**config.mk**
```make
export PLATFORM = sky130hd
export DESIGN_NAME = traffic_light_seq_ctrl
export DESIGN_NICKNAME = d
export VERILOG_FILES = /design/src/rtl/traffic_light_pkg.sv /design/src/rtl/tl_sec_timer.sv /design/src/rtl/traffic_light_seq_ctrl.sv
export SDC_FILE = /design/constraint.sdc
export NUM_CORES = 1
export LEC_CHECK = 0
export CAP_MARGIN = 20
export CORE_MARGIN = 2
export CORE_UTILIZATION = 29
export CTS_CLUSTER_DIAMETER = 30
export DETAILED_ROUTE_END_ITERATION = 8
export GPL_TIMING_DRIVEN = 0
export PLACE_DENSITY_LB_ADDON = 0.3
export SLEW_MARGIN = 20
export SYNTH_ARGS = -nofsm -noshare
export SYNTH_HDL_FRONTEND = slang
export SYNTH_SLANG_ARGS = --single-unit
```
**constraint.sdc**
```tcl
create_clock -name clk -period 3.5 [get_ports clk]
set_input_delay 0.875 -clock clk [delete_from_list [all_inputs] [get_ports clk]]
set_output_delay 0.875 -clock clk [all_outputs]
set_load 0.03 [all_outputs]
```
**src/rtl/traffic_light_pkg.sv**
```systemverilog
// Shared encodings for the traffic light sequencer: per-way light codes and
// the controller phase values reported on the phase output.
package traffic_light_pkg;

  typedef enum logic [1:0] {
    LIGHT_RED    = 2'b00,
    LIGHT_YELLOW = 2'b01,
    LIGHT_GREEN  = 2'b10
  } light_e;

  typedef enum logic [2:0] {
    PH_IDLE    = 3'b000,
    PH_GREEN   = 3'b001,
    PH_YELLOW  = 3'b010,
    PH_FLASH   = 3'b011,
    PH_PREEMPT = 3'b100
  } phase_e;

endpackage

```
**src/rtl/tl_sec_timer.sv**
```systemverilog
// One-second prescaler plus seconds counter. clear restarts both counters and
// latches the phase duration, so later duration changes do not disturb a phase.
module tl_sec_timer #(
  parameter int TICK_DIV = 50_000_000,
  parameter int SEC_W    = 8
) (
  input  logic             clk,
  input  logic             reset_n,
  input  logic             clear,
  input  logic [SEC_W-1:0] duration,
  output logic             sec_tick,
  output logic             expire
);

  localparam int PRE_W = (TICK_DIV > 1) ? $clog2(TICK_DIV) : 1;

  logic [PRE_W-1:0] pre_q;
  logic [SEC_W-1:0] secs_q;
  logic [SEC_W-1:0] dur_q;

  assign sec_tick = (pre_q == PRE_W'(TICK_DIV - 1));
  // The tick that completes the last second of the latched duration.
  assign expire   = sec_tick && (secs_q == (dur_q - SEC_W'(1)));

  always_ff @(posedge clk or negedge reset_n) begin
    if (!reset_n) begin
      pre_q  <= '0;
      secs_q <= '0;
      dur_q  <= SEC_W'(1);
    end else if (clear) begin
      pre_q  <= '0;
      secs_q <= '0;
      dur_q  <= (duration == '0) ? SEC_W'(1) : duration;
    end else if (sec_tick) begin
      pre_q  <= '0;
      secs_q <= secs_q + SEC_W'(1);
    end else begin
      pre_q  <= pre_q + PRE_W'(1);
    end
  end

endmodule

```
**src/rtl/traffic_light_seq_ctrl.sv**
```systemverilog
// N-way traffic light sequencer with demand-actuated skipping, emergency
// preemption and flash mode; lights are decoded from registered state.
module traffic_light_seq_ctrl
  import traffic_light_pkg::*;
#(
  parameter int NUM_WAYS = 4,
  parameter int TICK_DIV = 50_000_000,
  parameter int SEC_W    = 8,
  localparam int WAY_W   = $clog2(NUM_WAYS)
) (
  input  logic                  clk,
  input  logic                  reset_n,
  input  logic                  enable,
  input  logic [SEC_W-1:0]      green_secs,
  input  logic [SEC_W-1:0]      yellow_secs,
  input  logic                  demand_mode,
  input  logic [NUM_WAYS-1:0]   demand,
  input  logic                  preempt,
  input  logic [WAY_W-1:0]      preempt_way,
  output logic [2*NUM_WAYS-1:0] lights,
  output logic [WAY_W-1:0]      active_way,
  output logic [2:0]            phase,
  output logic                  sec_tick
);

  phase_e           state_q, state_d;
  logic [WAY_W-1:0] active_q, active_d;
  logic [WAY_W-1:0] next_q, next_d;
  logic             flash_q, flash_d;
  logic             pend_q, pend_d;
  logic             restart;
  logic             clear;
  logic             expire;
  logic [SEC_W-1:0] dur_sel;
  logic [WAY_W-1:0] seq_way, rr_way, cand_way, idx;
  logic             rr_found;

  tl_sec_timer #(
    .TICK_DIV (TICK_DIV),
    .SEC_W    (SEC_W)
  ) u_timer (
    .clk      (clk),
    .reset_n  (reset_n),
    .clear    (clear),
    .duration (dur_sel),
    .sec_tick (sec_tick),
    .expire   (expire)
  );

  assign seq_way = (active_q == WAY_W'(NUM_WAYS - 1)) ? '0 : active_q + WAY_W'(1);

  // First demanding way after active_q, wrapping; falls back to active_q.
  always_comb begin
    rr_way   = active_q;
    rr_found = 1'b0;
    idx      = '0;
    for (int k = 1; k < NUM_WAYS; k++) begin
      idx = WAY_W'((int'(active_q) + k) % NUM_WAYS);
      if (!rr_found && demand[idx]) begin
        rr_way   = idx;
        rr_found = 1'b1;
      end
    end
  end

  assign cand_way = demand_mode ? rr_way : seq_way;

  always_ff @(posedge clk or negedge reset_n) begin
    if (!reset_n) begin
      state_q  <= PH_IDLE;
      active_q <= '0;
      next_q   <= '0;
      flash_q  <= 1'b1;
      pend_q   <= 1'b0;
    end else begin
      state_q  <= state_d;
      active_q <= active_d;
      next_q   <= next_d;
      flash_q  <= flash_d;
      pend_q   <= pend_d;
    end
  end

  // Priority: enable low, then preempt, then timer expiry.
  always_comb begin
    state_d  = state_q;
    active_d = active_q;
    next_d   = next_q;
    flash_d  = flash_q;
    pend_d   = pend_q;
    restart  = 1'b0;
    if (!enable) begin
      state_d = PH_FLASH;
      pend_d  = 1'b0;
      if (state_q != PH_FLASH) flash_d = 1'b1;
      else if (sec_tick)       flash_d = ~flash_q;
    end else begin
      case (state_q)
        PH_IDLE: begin
          state_d  = PH_GREEN;
          active_d = '0;
          pend_d   = 1'b0;
        end
        PH_GREEN: begin
          if (preempt) begin
            if (preempt_way == active_q) begin
              state_d = PH_PREEMPT;
            end else begin
              next_d  = preempt_way;
              pend_d  = 1'b1;
              state_d = PH_YELLOW;
            end
          end else if (expire) begin
            if (cand_way == active_q) begin
              restart = 1'b1;
            end else begin
              next_d  = cand_way;
              state_d = PH_YELLOW;
            end
          end
        end
        PH_YELLOW: begin
          if (preempt) begin
            next_d = preempt_way;
            pend_d = 1'b1;
          end
          if (expire) begin
            active_d = preempt ? preempt_way : next_q;
            state_d  = (preempt || pend_q) ? PH_PREEMPT : PH_GREEN;
            pend_d   = 1'b0;
          end
        end
        PH_PREEMPT: begin
          if (!preempt) state_d = PH_GREEN;
        end
        PH_FLASH: begin
          state_d  = PH_IDLE;
          active_d = '0;
          flash_d  = 1'b1;
        end
        default: state_d = PH_IDLE;
      endcase
    end
  end

  assign clear   = (state_d != state_q) || restart;
  assign dur_sel = (state_d == PH_YELLOW) ? yellow_secs : green_secs;

  always_comb begin
    lights = '0;
    for (int i = 0; i < NUM_WAYS; i++) begin
      case (state_q)
        PH_IDLE:    lights[2*i +: 2] = LIGHT_YELLOW;
        PH_GREEN,
        PH_PREEMPT: lights[2*i +: 2] = (active_q == WAY_W'(i)) ? LIGHT_GREEN : LIGHT_RED;
        PH_YELLOW:  lights[2*i +: 2] = ((active_q == WAY_W'(i)) || (next_q == WAY_W'(i)))
                                       ? LIGHT_YELLOW : LIGHT_RED;
        PH_FLASH:   lights[2*i +: 2] = flash_q ? LIGHT_YELLOW : LIGHT_RED;
        default:    lights[2*i +: 2] = LIGHT_RED;
      endcase
    end
  end

  assign active_way = active_q;
  assign phase      = state_q;

endmodule

```
Yosys cells after proc, flatten, opt, wreduce, memory -nomap -nowiden. Cells that the tools add are included.

Bitwise operators: 1. Reduce and logical (&&, ||, !) cells: 25. Multiplexer cells: 64. Add/sub/neg operators: 7. Equality and inequality tests: 26. Order comparisons: 3.

Operator list (count): $mux W26 (2); $mux W8 (4); $pmux W2 S4 (4); $mux W2 (15); $add A26 B1 Y26 const B (1); $eq A26 B26 Y1 const B (1); $mux W1 (24); $mux W3 (8); $ne A3 B3 Y1 const B (5); $pmux W3 S4 (1); $eq A3 B2 Y1 const B (3); $lt A2 B3 Y1 const B (3); $add A8 B1 Y8 const B (1); $eq A2 B2 Y1 const B (4); $eq A8 B8 Y1 (1); $logic_not A8 Y1 (1); $pmux W2 S2 (2); $sub A8 B1 Y8 const B (1); $bmux W1 S2 (3); $logic_or A1 B1 Y1 (6); $reduce_bool A2 Y1 (3); $reduce_and A5 Y1 (1); $add A2 B1 Y2 const B (2); $add A2 B2 Y2 const B (2); other kinds (21) (28).

Register bits after elaboration: 51. Input port bits: 27. Output and inout bits: 14. Word-level logic and storage cells: 134.

Longest topological paths before layout. Gate-level depths: netlist (run 1).

Word-level depth: 21. Mapped depth: 15. Depth with buffers taken out: 11.

By module. A second synthesis (run 1) with hierarchy kept.

Cell total of the unflattened synthesis: 386. Area total of the unflattened synthesis: 3559.7 um^2.

By module, submodules not included: tl_sec_timer (instances 1, area each 2298.5 um^2, seq. area each 1052.3 um^2, cells an instance 233); traffic_light_seq_ctrl (instances 1, area each 1261.2 um^2, seq. area each 226.5 um^2, cells an instance 153).

Least setup slack after synthesis (run 1). Ideal clock, no wire load.

Kind: reg2reg. Start point: reg active_q[0], in the netlist active_way[0]. End point: reg u_timer.dur_q[5]. Data arrival time: 3.634 ns. Setup slack: -0.259 ns. Stages on the path, launching flop included: 15. Clock period less this slack: 3.759 ns. Data required time: 3.375 ns. Path buffers: 3. Setup time: 0.125 ns. Path through: dfrtp_1 -> buf_6 -> inv_1 -> ha_1 -> nand2_1 -> a41o_1 -> a2111oi_2 -> a21oi_2 -> mux2i_1 -> and3b_1 -> or3_4 -> a211o_1 -> buf_6 -> buf_6 -> mux2_4.

Cells in the longest elaborated chain, start to end: 21. Elaborated cells between the ends (all ways): 41. Classes of those cells: add/sub: 4; eq/ne: 5; mux: 26; reduce/logical: 6.

RTL lines: from (decl) (line traffic_light_seq_ctrl.sv:27) `logic [WAY_W-1:0] active_q, active_d;`; from (signal assigned) (line traffic_light_seq_ctrl.sv:77) `active_q <= active_d;`; $add A2 B1 Y2 (line traffic_light_seq_ctrl.sv:50, traffic_light_seq_ctrl.sv:58); $bmux W1 S2 (line traffic_light_seq_ctrl.sv:59) `if (!rr_found && demand[idx]) begin`; $mux W1 (not written as such) (line traffic_light_seq_ctrl.sv:59); $mux W1 (line traffic_light_seq_ctrl.sv:59); $logic_not A1 Y1 (line traffic_light_seq_ctrl.sv:59); $logic_and A1 B1 Y1 (line traffic_light_seq_ctrl.sv:59); $mux W1 (line traffic_light_seq_ctrl.sv:59); $logic_not A1 Y1 (line traffic_light_seq_ctrl.sv:59); (+6 left out); $mux W3 (*) (line traffic_light_seq_ctrl.sv:105) `if (preempt) begin`; $pmux W3 S4 (*) (line traffic_light_seq_ctrl.sv:98) `case (state_q)`; $mux W3 (*) (line traffic_light_seq_ctrl.sv:92) `if (!enable) begin`; net state_d[1] (line traffic_light_seq_ctrl.sv:26) `phase_e state_q, state_d;`; $eq A3 B2 Y1 (line traffic_light_seq_ctrl.sv:147) `assign dur_sel = (state_d == PH_YELLOW) ? yellow_secs : green_secs;`; $mux W8 (line traffic_light_seq_ctrl.sv:147); $logic_not A8 Y1 (line tl_sec_timer.sv:33) `dur_q <= (duration == '0) ? SEC_W'(1) : duration;`; $mux W8 (line tl_sec_timer.sv:33); to (signal assigned) (line tl_sec_timer.sv:33); to (decl) (line tl_sec_timer.sv:19) `logic [SEC_W-1:0] dur_q;`.

Mark *: on every way through the listed nets, which the timed path passes. The rest lies on a longest branch. The select of a mux whose other input is x is not followed. A chain may end at the register's enable or synchronous reset.

Worst setup path in the final report (run 1).
Start point: in demand[3]. End point: reg u_timer.dur_q[7].

Cells in the longest elaborated chain, start to end: 20. Elaborated cells between the ends (all ways): 33. Classes of those cells: eq/ne: 3; mux: 24; reduce/logical: 6.

RTL lines: from (decl) (line traffic_light_seq_ctrl.sv:17) `input logic [NUM_WAYS-1:0] demand,`; $bmux W1 S2 (line traffic_light_seq_ctrl.sv:59); $mux W1 (not written as such) (line traffic_light_seq_ctrl.sv:59); $mux W1 (line traffic_light_seq_ctrl.sv:59); $logic_not A1 Y1 (line traffic_light_seq_ctrl.sv:59); $logic_and A1 B1 Y1 (line traffic_light_seq_ctrl.sv:59); $mux W1 (line traffic_light_seq_ctrl.sv:59); $logic_not A1 Y1 (line traffic_light_seq_ctrl.sv:59); $logic_and A1 B1 Y1 (line traffic_light_seq_ctrl.sv:59); (+5 left out); $mux W3 (*) (line traffic_light_seq_ctrl.sv:105); $pmux W3 S4 (*) (line traffic_light_seq_ctrl.sv:98); $mux W3 (*) (line traffic_light_seq_ctrl.sv:92); net state_d[1] (line traffic_light_seq_ctrl.sv:26); $eq A3 B2 Y1 (line traffic_light_seq_ctrl.sv:147); $mux W8 (line traffic_light_seq_ctrl.sv:147); $logic_not A8 Y1 (line tl_sec_timer.sv:33); $mux W8 (line tl_sec_timer.sv:33).

Marks and branches as above.

==> impl_metrics.py, run 1 <==
metrics = {
    "yosys": {
        "yosys.area.top_type_share_pct": 35.0,
        "ys.flop_type": "dfrtp_1",
        "syn_avg_cell_area_sq_um": 9.15,
        "synthXorXnorAreaFrac_pct": 10.7,
        "synthMuxAreaShare_pct": 8.74,
        "synth-seq-area-share_pct": 36.5,
        "syn_inst": 383,
        "syn_area_sq_um": 3510,
        "synth-seq-cells": 51,
        "syn-num-nets": 417,
        "synth-edff-count": 0,
        "synthArstFlopShare_pct": 100,
        "yosysTopAreaCell": "dfrtp_1",
        "synth_fa_ha_area_share_pct": 2.50,
        "synth_top_family_by_area": "simple AND/OR/NAND/NOR gates",
        "synth_cell_types": 60,
        "synth_compound_area_share_pct": 11.8,
        "synth-simple-area-share_pct": 25.8,
        "synth_warnings": 0,
        "synth.area.top_cells": "dfrtp_1 (35%), xor2_1 (6.7%), nor3_1 (5.6%)",
    },
    "global_routing": {
        "grt_overflow": 0,
        "groute.usage.overall_pct": 13.6,
        "grt_max_degree": 52,
        "grt_pass1_wl_microns": 14400,
        "antenna_found_initial": 0,
        "grt_pass1_vias": 3023,
    },
    "critical_path": {
        "crit_path_end_kind": "flip-flop",
        "crit_type": "input port to flip-flop",
        "r2r-start": "active_way[1]",
        "critPathRequiredTime_ps": 3670,
        "crit_top_cell": "buf_6",
        "worstSetupStartpointType": "input port",
        "path_cells": "buf_6, mux4_2, a211oi_4, nand2b_4, a21oi_4, mux2i_4, and3b_1, or3_4, a211o_1, buf_6, buf_12, mux2_4",
        "reg2reg_to": "u_timer.dur_q[7]",
        "cp_max_fo": 7,
        "slowest_stage": "mux4_2",
        "r2r_cells": 12,
        "max_stage_delay_ps": 480,
        "cp.arrival_ps": 3710,
        "worst-r2r-setup-slack_ps": 10,
    },
    "cts": {
        "cts_tree": "built",
        "root_buffer": "clkbuf_16",
        "clk_latency_ps": 290,
        "clock_tree.buffer_depth": 2,
        "cts.sinks": 51,
        "numCtsBuffers": 5,
        "h-tree-depth": 2,
        "clk_pin_slew_ps": 60,
    },
    "sta": {
        "finalClockSkew_ps": 4.30,
        "tightest_slew_ps": 731,
        "post-route-period-util_pct": 101,
        "hold-worst-slack_ps": 504,
        "setup_viol": 8,
        "slew_violations": 0,
        "setup_ws_ps": -41.0,
        "rsz0062_at_grt": "yes",
        "slew_headroom_pct": 51.2,
        "fmax_ghz": 0.282,
        "finalWorstPathRequiredPeriod_ps": 3540,
        "finalHoldViolations": 0,
    },
    "finish": {
        "fin_nets": 481,
        "fin_cells": 595,
        "final_layout_size_suffix_gt1_share_pct": 23.9,
        "syn2layout_area_growth_pct": 32.9,
        "insertedDiodeCount": 0,
    },
    "drt": {
        "vias": 3024,
        "wl_microns": 8600,
        "drc": 0,
        "drt_first_pass_iters": 4,
        "wl_per_cell_microns": 14.4,
        "drtIter0Drc": 218,
        "vias_per_cell": 5.08,
        "ant_nets": 0,
    },
    "power": {
        "cellLeakagePower_nw": 1.85,
        "ir_drop_uv": 183,
        "power.density_nw_per_um2": 455,
    },
    "hold_path": {
        "hold_path_class": "flip-flop to flip-flop",
        "holdPathEnd": "u_timer.dur_q[0]",
        "min_path_cells": 2,
        "hold_start": "u_timer.dur_q[0]",
    },
    "run_status": {
        "status": "finished with violations",
        "violations": "setup timing",
    },
    "die": {
        "coreArea_sq_um": 11900,
        "io_pins": 41,
        "start_util_pct": 29.4,
        "fp.dieW_microns": 114,
        "die_h_microns": 114,
        "rows": 40,
        "dieArea_sq_um": 13000,
    },
    "placed_design": {
        "placed_cells": 570,
        "gp_congestion": 0.884,
        "io_buffers": 40,
        "dp_hpwl_microns": 6000,
    },
    "run": {
        "max_cap_viol_count": 0,
    },
}
[worst max path at each step]
| stage | from | to | slack [ps] | cells past startpoint |
|---|---|---|---|---|
| 2_1_floorplan | demand[1] | u_timer.dur_q[5] | -100 | 11 |
| 3_3_place_gp | demand[3] | u_timer.dur_q[7] | -990 | 12 |
| 3_5_place_dp | demand[2] | u_timer.dur_q[5] | -990 | 12 |
| 4_1_cts | demand[1] | u_timer.dur_q[7] | -100 | 12 |
| 5_1_grt | demand[1] | u_timer.dur_q[7] | -100 | 12 |
| 6_report | demand[3] | u_timer.dur_q[7] | -40 | 12 |
[critical path, delay by kind of cell]
| family | cells | cell delay [ps] |
|---|---|---|
| buffers and inverters | 3 | 380 |
| multiplexers | 3 | 1070 |
| AND/OR/NAND/NOR | 3 | 640 |
| AO/OA/AOI/OAI | 3 | 740 |
[kinds of logic (layout without fill, tap and decap cells)]
logic type	count (synthesis)	after routing
buffers and inverters	27	92
multiplexers	25	25
adder cells (fa/ha/maj)	7	7
AND/OR/NAND/NOR	169	169
AO/OA/AOI/OAI	61	61
flip-flops	51	51
XOR/XNOR	43	43
[timing repair]
item                                    4_1_cts  5_1_grt
endpoints found under the setup margin       44       44
setup buffers                                 8        8
resized for setup                            49       26
endpoints found under the hold margin         0        0
hold buffers                                  0        0
pin swaps                                     8        5
gates cloned                                  1        0
[registers in the layout, summed over array words and instances (netlist names)]
name,cells
u_timer.pre_q,26
u_timer.dur_q,8
u_timer.secs_q,8
next_q,2
active_way,2
pend_q,1
flash_q,1
phase,3
[cells in the mapped netlist, types with 4 or more instances]
master / number
or3_1: 4
and3_1: 4
and2_1: 4
mux2_2: 12
nand2b_1: 8
o21ai_0: 15
dfrtp_1: 49
mux2i_1: 7
a21oi_1: 18
nor3_1: 39
xnor2_1: 16
ha_1: 7
xor2_1: 27
buf_6: 4
nand3_1: 10
nand2_1: 29
clkbuf_1: 8
a31oi_1: 4
inv_1: 12
nor2b_1: 7
nand4_1: 14
nor2_1: 27
[metrics by stage]
stage | worst slack [ps] | utilization [%] | power [mW] | TNS, ps | area, sq um
detailed placement | -992 | 34.5 | 1.44 | -37800 | 4110
global placement | -986 | 34.5 | 1.43 | -37520 | 4110
floorplan | -101 | - | 1.23 | -303 | 3520
global route | -104 | 39.1 | 2.25 | -1770 | 4660
finish | -41.0 | 39.1 | 2.12 | -172 | 4660
CTS | -97.2 | 37.5 | 2.03 | -787 | 4470
[layout by cell type (no fill, tap or decap), types with 4 or more instances in the layout]
master	instances
dfrtp_1	47
clkdlybuf4s50_1	35
nand2_1	29
xor2_1	27
nor3_1	22
nor2_1	21
a21oi_1	18
nor3_2	17
buf_4	17
xnor2_1	16
nand4_1	14
o21ai_0	13
mux2_2	12
inv_1	9
clkbuf_1	9
nand3_1	9
nand2b_1	7
nor2b_1	7
mux2i_1	6
nor2_2	6
ha_1	6
buf_6	5
clkbuf_16	5
and3_1	4
and2_1	4
[routing by layer]
metal,up-vias,wire [microns],global-route usage [%]
met5,-,0,0
met4,0,190,4.15
met3,10,242,2.18
met2,49,4140,22.8
met1,1465,4020,18.0
li1,1500,-,-
[power breakdown]
part	internal, mW	leakage (nW)	switching [mW]	total [mW]
sequential	0.642	0.672	0.0709	0.713
clock	0.284	0.0739	0.213	0.497
combinational	0.453	1.10	0.459	0.912
[area by class of cell]
cell class	count	area (sq um)
multi-input combinational	305	2330
tap	147	184
timing repair buffer	57	563
buffer	15	98.8
clock buffer	7	143
sequential	51	1280
inverter	12	48.8
fill	1192	7250
clock inverter	1	5.00
Power figures use the tool's default switching activity.
==> run 2: changes to the inputs <==
MAX_ROUTING_LAYER = met4   (was unset)
==> run 2 against run 1 <==
Largest cell class unchanged; fmax fell by 0.74%; clock skew rose by 1.3 ps; the flow still finishes with violations (setup timing); sequential power barely moved; critical endpoint unchanged; design area fell by 3.4%; highest routed layer unchanged; clock-buffer cell count fell by 2; die area did not move; final cell count rose by 0.17%; setup slack got worse by 26 ps; clock power fell by 2%; total power fell by 3.0%; global-route usage fell by 0.21 points; critical path depth did not move.
==> impl_metrics.py, run 2 (same netlist as run 1, synthesis figures left out) <==
metrics = {
    "die": {
        "coreArea_sq_um": 11900,
        "rows": 40,
        "start_util_pct": 29.4,
        "io_pins": 41,
        "fp.dieW_microns": 114,
        "dieArea_sq_um": 13000,
        "die_h_microns": 114,
    },
    "hold_path": {
        "min_path_cells": 2,
        "hold_start": "u_timer.dur_q[0]",
        "holdPathEnd": "u_timer.dur_q[0]",
        "hold_path_class": "flip-flop to flip-flop",
    },
    "finish": {
        "fin_util_pct": 37.8,
        "fin_nets": 482,
        "num-fill-cells": 1200,
        "insertedDiodeCount": 0,
        "final_cell_area_sq_um": 4500,
        "syn2layout_area_growth_pct": 28.4,
        "multi_input_area_sq_um": 2180,
        "layout_commonest_cell": "dfrtp_1",
        "layout_common_cells": "dfrtp_1 (47), nor3_1 (36), clkdlybuf4s50_1 (34)",
        "regMostFlops": "u_timer.pre_q",
        "final_layout_size_suffix_gt1_share_pct": 18.9,
        "reg.largest.list": "u_timer.pre_q x26, u_timer.dur_q x8, u_timer.secs_q x8",
        "seqCellArea_sq_um": 1280,
        "largest_register_ffs": 26,
    },
    "cts": {
        "clk_latency_ps": 290,
        "cts_tree": "built",
        "clk_pin_slew_ps": 60,
        "clock_tree.buffer_depth": 2,
        "cts.sinks": 51,
        "h-tree-depth": 2,
        "numCtsBuffers": 5,
        "root_buffer": "clkbuf_16",
    },
    "placed_design": {
        "io_buffers": 40,
        "dp_hpwl_microns": 5880,
        "placedInstanceArea_sq_um": 4110,
        "gp_congestion": 0.903,
        "dp_worst_setup_slack_ps": -1010,
    },
    "sta": {
        "slew_violations": 0,
        "post-route-period-util_pct": 102,
        "finalHoldViolations": 0,
        "slew_headroom_pct": 56.3,
        "setup_ws_ps": -67.3,
        "rsz0062_at_grt": "yes",
        "finalClockSkew_ps": 5.65,
        "hold-worst-slack_ps": 508,
        "setup_viol": 7,
        "finalWorstPathRequiredPeriod_ps": 3570,
        "tightest_slew_ps": 655,
        "fmax_ghz": 0.280,
    },
    "drt": {
        "wl_microns": 8320,
        "wl_per_cell_microns": 14.0,
        "vias_per_cell": 5.11,
        "drc": 0,
        "ant_nets": 0,
        "vias": 3047,
        "drt_first_pass_iters": 5,
        "drtIter0Drc": 235,
    },
    "run_status": {
        "status": "finished with violations",
        "violations": "setup timing",
    },
    "critical_path": {
        "cp_max_fo": 8,
        "max_stage_delay_ps": 500,
        "crit_type": "input port to flip-flop",
        "crit_path_end_kind": "flip-flop",
        "r2r_cells": 13,
        "worst-r2r-setup-slack_ps": -30,
        "reg2reg_to": "u_timer.dur_q[7]",
        "cp.arrival_ps": 3740,
        "worstSetupStartpointType": "input port",
        "slowest_stage": "mux4_2",
        "r2r-start": "active_way[0]",
        "path_cells": "buf_8, buf_4, mux4_2, nand2b_1, a21oi_2, mux2i_2, and3b_1, or3_4, a211o_1, buf_6, buf_12, mux2_4",
        "critPathRequiredTime_ps": 3670,
    },
    "power": {
        "power.density_nw_per_um2": 457,
        "clock_power_share_pct": 23.8,
        "swShare_pct": 35.4,
        "cellLeakagePower_nw": 1.82,
        "power_frac_seq_pct": 34.6,
        "pwr-share-comb_pct": 41.6,
        "p_sw_mw": 0.728,
        "ir_drop_uv": 188,
        "internal_power_mw": 1.33,
    },
    "global_routing": {
        "antenna_found_initial": 0,
        "grt_pass1_wl_microns": 14000,
        "groute.usage.overall_pct": 13.3,
        "grt_pass1_vias": 2971,
        "grt_overflow": 0,
        "grt_max_degree": 52,
    },
    "run": {
        "max_cap_viol_count": 0,
    },
}
## run 2: cell types whose count changed in the layout (fill, tap and decap cells not counted), moves of 6 or more
cell and delta:
nor2_2 -6, nor3_2 -13, nor3_1 +14, nor2_1 +6
## run 2: how the worst max path moves through the flow
stage / from / to / slack, ps / depth (start not counted)
2_1_floorplan: demand[1] / u_timer.dur_q[5] / -100 / 11
3_3_place_gp: demand[3] / u_timer.dur_q[7] / -990 / 12
3_5_place_dp: demand[3] / u_timer.dur_q[5] / -1010 / 12
4_1_cts: demand[1] / u_timer.dur_q[7] / -60 / 12
5_1_grt: demand[1] / u_timer.dur_q[7] / -130 / 13
6_report: demand[1] / u_timer.dur_q[7] / -70 / 12
## run 2: timing repair
item / in CTS / in global routing
hold buffers: 0 / 0
pin swaps: 5 / 8
setup endpoints to repair: 44 / 44
setup buffers: 11 / 8
gates cloned: 0 / 0
gates resized for setup: 40 / 7
## run 2: layer usage
metal  vias up  share of wire (%)  GRT usage, %
li1       1511                  -             -
met1      1461                 48          17.1
met2        67                 47          21.9
met3         8                3.8          2.23
met4         0                1.4          3.58
met5         -                  0             -
## run 2: area by class of cell
cell class / instances / area share [%]
Buffer: 14 / 2.17
Multi-Input combinational cell: 305 / 48.5
Timing Repair Buffer: 59 / 12.5
Clock buffer: 5 / 2.78
Tap cell: 147 / 4.09
Sequential cell: 51 / 28.5
Inverter: 12 / 1.08
Clock inverter: 3 / 0.417
## run 2: worst max-delay path, delay by kind of cell
| kind | cells | cell delay (ps) |
|---|---|---|
| mux | 3 | 1110 |
| simple gates | 3 | 770 |
| buf+inv | 4 | 510 |
| compound gates | 2 | 490 |
## run 2: metrics by stage
stage          cells  total power, mW  setup TNS (ps)
2_1_floorplan    383             1.23            -303
3_3_place_gp     570             1.43          -37690
3_5_place_dp     570             1.44          -38290
4_1_cts          589             2.01            -239
5_1_grt          596             2.18           -2590
6_report         596             2.06            -302
## run 2: power by group through the flow
stage,Clock [mW],Sequential [mW],Combinational (mW)
floorplan,0,0.731,0.494
global placement,0,0.733,0.698
detailed placement,0,0.734,0.708
CTS,0.503,0.719,0.791
global route,0.529,0.725,0.927
finish,0.489,0.712,0.857
==> run 3: changes to the inputs <==
GPL_TIMING_DRIVEN = unset   (was 0)
==> run 3 against run 2 <==
The run still ends with setup timing left; final cell count is 0.67% higher; hold slack worse by 1.0 ps; critical path depth is 1 lower; register-to-register slack better by 140 ps; first-iteration DRC count is 48% lower; total power is 2.6% higher; combinational power is 7.8% higher; wire length is 3.6% higher; utilization is 3.1 points higher; sequential share of layout area is 2.2 points lower.
==> impl_metrics.py, run 3 (same netlist as run 1, synthesis figures left out) <==
metrics = {
    "cts": {
        "cts.sinks": 51,
        "root_buffer": "clkbuf_16",
        "cts_tree": "built",
        "clk_latency_ps": 290,
        "clk_pin_slew_ps": 70,
        "clock_tree.buffer_depth": 2,
        "numCtsBuffers": 5,
        "h-tree-depth": 2,
    },
    "hold_path": {
        "hold_path_class": "flip-flop to flip-flop",
        "holdPathEnd": "u_timer.dur_q[0]",
        "min_path_cells": 2,
        "hold_start": "u_timer.dur_q[0]",
    },
    "sta": {
        "tightest_slew_ps": 670,
        "hold-worst-slack_ps": 507,
        "finalWorstPathRequiredPeriod_ps": 3500,
        "slew_headroom_pct": 55.4,
        "finalClockSkew_ps": 9.24,
        "fmax_ghz": 0.285,
        "slew_violations": 0,
        "setup_ws_ps": -3.72,
        "rsz0062_at_grt": "yes",
        "finalHoldViolations": 0,
        "post-route-period-util_pct": 100,
        "setup_viol": 4,
    },
    "placed_design": {
        "placed_cells": 584,
        "io_buffers": 40,
        "dp_hpwl_microns": 5970,
        "dp_worst_setup_slack_ps": -733,
        "placedInstanceArea_sq_um": 4280,
        "gp_congestion": 0.848,
    },
    "drt": {
        "vias_per_cell": 5.20,
        "drt_first_pass_iters": 4,
        "drtIter0Drc": 122,
        "wl_per_cell_microns": 14.4,
        "vias": 3122,
        "drc": 0,
        "ant_nets": 0,
        "wl_microns": 8620,
    },
    "power": {
        "ir_drop_uv": 296,
        "cellLeakagePower_nw": 1.91,
        "internal_power_mw": 1.37,
        "clock_power_share_pct": 22.2,
        "power_frac_seq_pct": 34.0,
        "pwr-share-comb_pct": 43.8,
        "swShare_pct": 35.2,
        "p_sw_mw": 0.742,
        "power.density_nw_per_um2": 433,
    },
    "critical_path": {
        "crit_type": "input port to flip-flop",
        "r2r_cells": 11,
        "critPathRequiredTime_ps": 3670,
        "reg2reg_to": "u_timer.dur_q[6]",
        "path_cells": "buf_8, mux4_2, a211oi_4, nand2b_4, a21oi_4, mux2i_4, and3b_1, or3_4, a211o_4, buf_12, mux2_4",
        "cp.arrival_ps": 3680,
        "cp_max_fo": 6,
        "worstSetupStartpointType": "input port",
        "r2r-start": "active_way[0]",
        "max_stage_delay_ps": 490,
        "worst-r2r-setup-slack_ps": 110,
        "slowest_stage": "mux4_2",
        "crit_path_end_kind": "flip-flop",
    },
    "finish": {
        "final_cell_area_sq_um": 4870,
        "largest_register_ffs": 26,
        "fin_nets": 486,
        "regMostFlops": "u_timer.pre_q",
        "layout_commonest_cell": "dfrtp_1",
        "syn2layout_area_growth_pct": 38.9,
        "reg.largest.list": "u_timer.pre_q x26, u_timer.dur_q x8, u_timer.secs_q x8",
        "fin_cells": 600,
        "layout_common_cells": "dfrtp_1 (47), clkdlybuf4s50_1 (35), nand2_1 (29)",
        "num-fill-cells": 1158,
        "final_layout_size_suffix_gt1_share_pct": 26.9,
        "insertedDiodeCount": 0,
        "fin_util_pct": 40.9,
    },
    "run_status": {
        "violations": "setup timing",
        "status": "finished with violations",
    },
    "run": {
        "max_cap_viol_count": 0,
    },
    "die": {
        "start_util_pct": 29.4,
        "fp.dieW_microns": 114,
        "coreArea_sq_um": 11900,
        "rows": 40,
        "die_h_microns": 114,
        "io_pins": 41,
        "dieArea_sq_um": 13000,
    },
    "global_routing": {
        "grt_pass1_wl_microns": 14500,
        "grt_max_degree": 52,
        "antenna_found_initial": 0,
        "grt_overflow": 0,
        "grt_pass1_vias": 2994,
        "groute.usage.overall_pct": 13.7,
    },
}
run 3: routing by layer:
metal  track usage [%]  up-vias  part of all wire (%)
met5                 -        -                     0
met4              2.68        0                   1.2
met3              2.07       11                   3.3
met2              22.2       56                    49
met1              18.5     1539                    47
li1                  -     1516                     -
run 3: area by class of cell:
class	count	area, sq um	share of cell area, %
multi-input cells	305	2430	49.8
flip-flops and latches	51	1280	26.3
repair buffers	77	792	16.3
well taps	147	184	3.78
clock buffers	6	129	2.65
inverters	12	45.0	0.925
clock inverters	2	12.5	0.257
run 3: per-stage QoR:
stage	total power, mW	TNS [ps]
finish	2.11	-6.92
global route	2.25	-1110
CTS	2.07	-741
detailed placement	1.50	-28610
global placement	1.49	-25940
floorplan	1.23	-303
run 3: power by group through the flow:
stage,clock network [mW],logic (mW),registers [mW]
3_3_place_gp,0,0.766,0.725
2_1_floorplan,0,0.494,0.731
4_1_cts,0.488,0.865,0.715
5_1_grt,0.512,1.01,0.727
6_report,0.470,0.924,0.718
3_5_place_dp,0,0.776,0.725
run 3: critical path: cells and delay by family:
family          cells  cell delay [ps]
simple gates        3              640
buf+inv             2              260
mux                 3             1080
compound gates      3              810
run 3: worst max path at each step:
stage / to / start
CTS: u_timer.dur_q[6] / demand[1]
finish: u_timer.dur_q[6] / demand[1]
global placement: u_timer.dur_q[6] / demand[3]
floorplan: u_timer.dur_q[5] / demand[1]
detailed placement: u_timer.pre_q[9] / demand[3]
global route: u_timer.pre_q[1] / demand[1]
run 3: what timing repair did:
item                                    CTS  global route
hold buffers                              0             0
setup buffers                             5             1
gates cloned                              1             1
pin swaps                                 9            10
gates resized for setup                  54            36
endpoints found under the setup margin   44            43
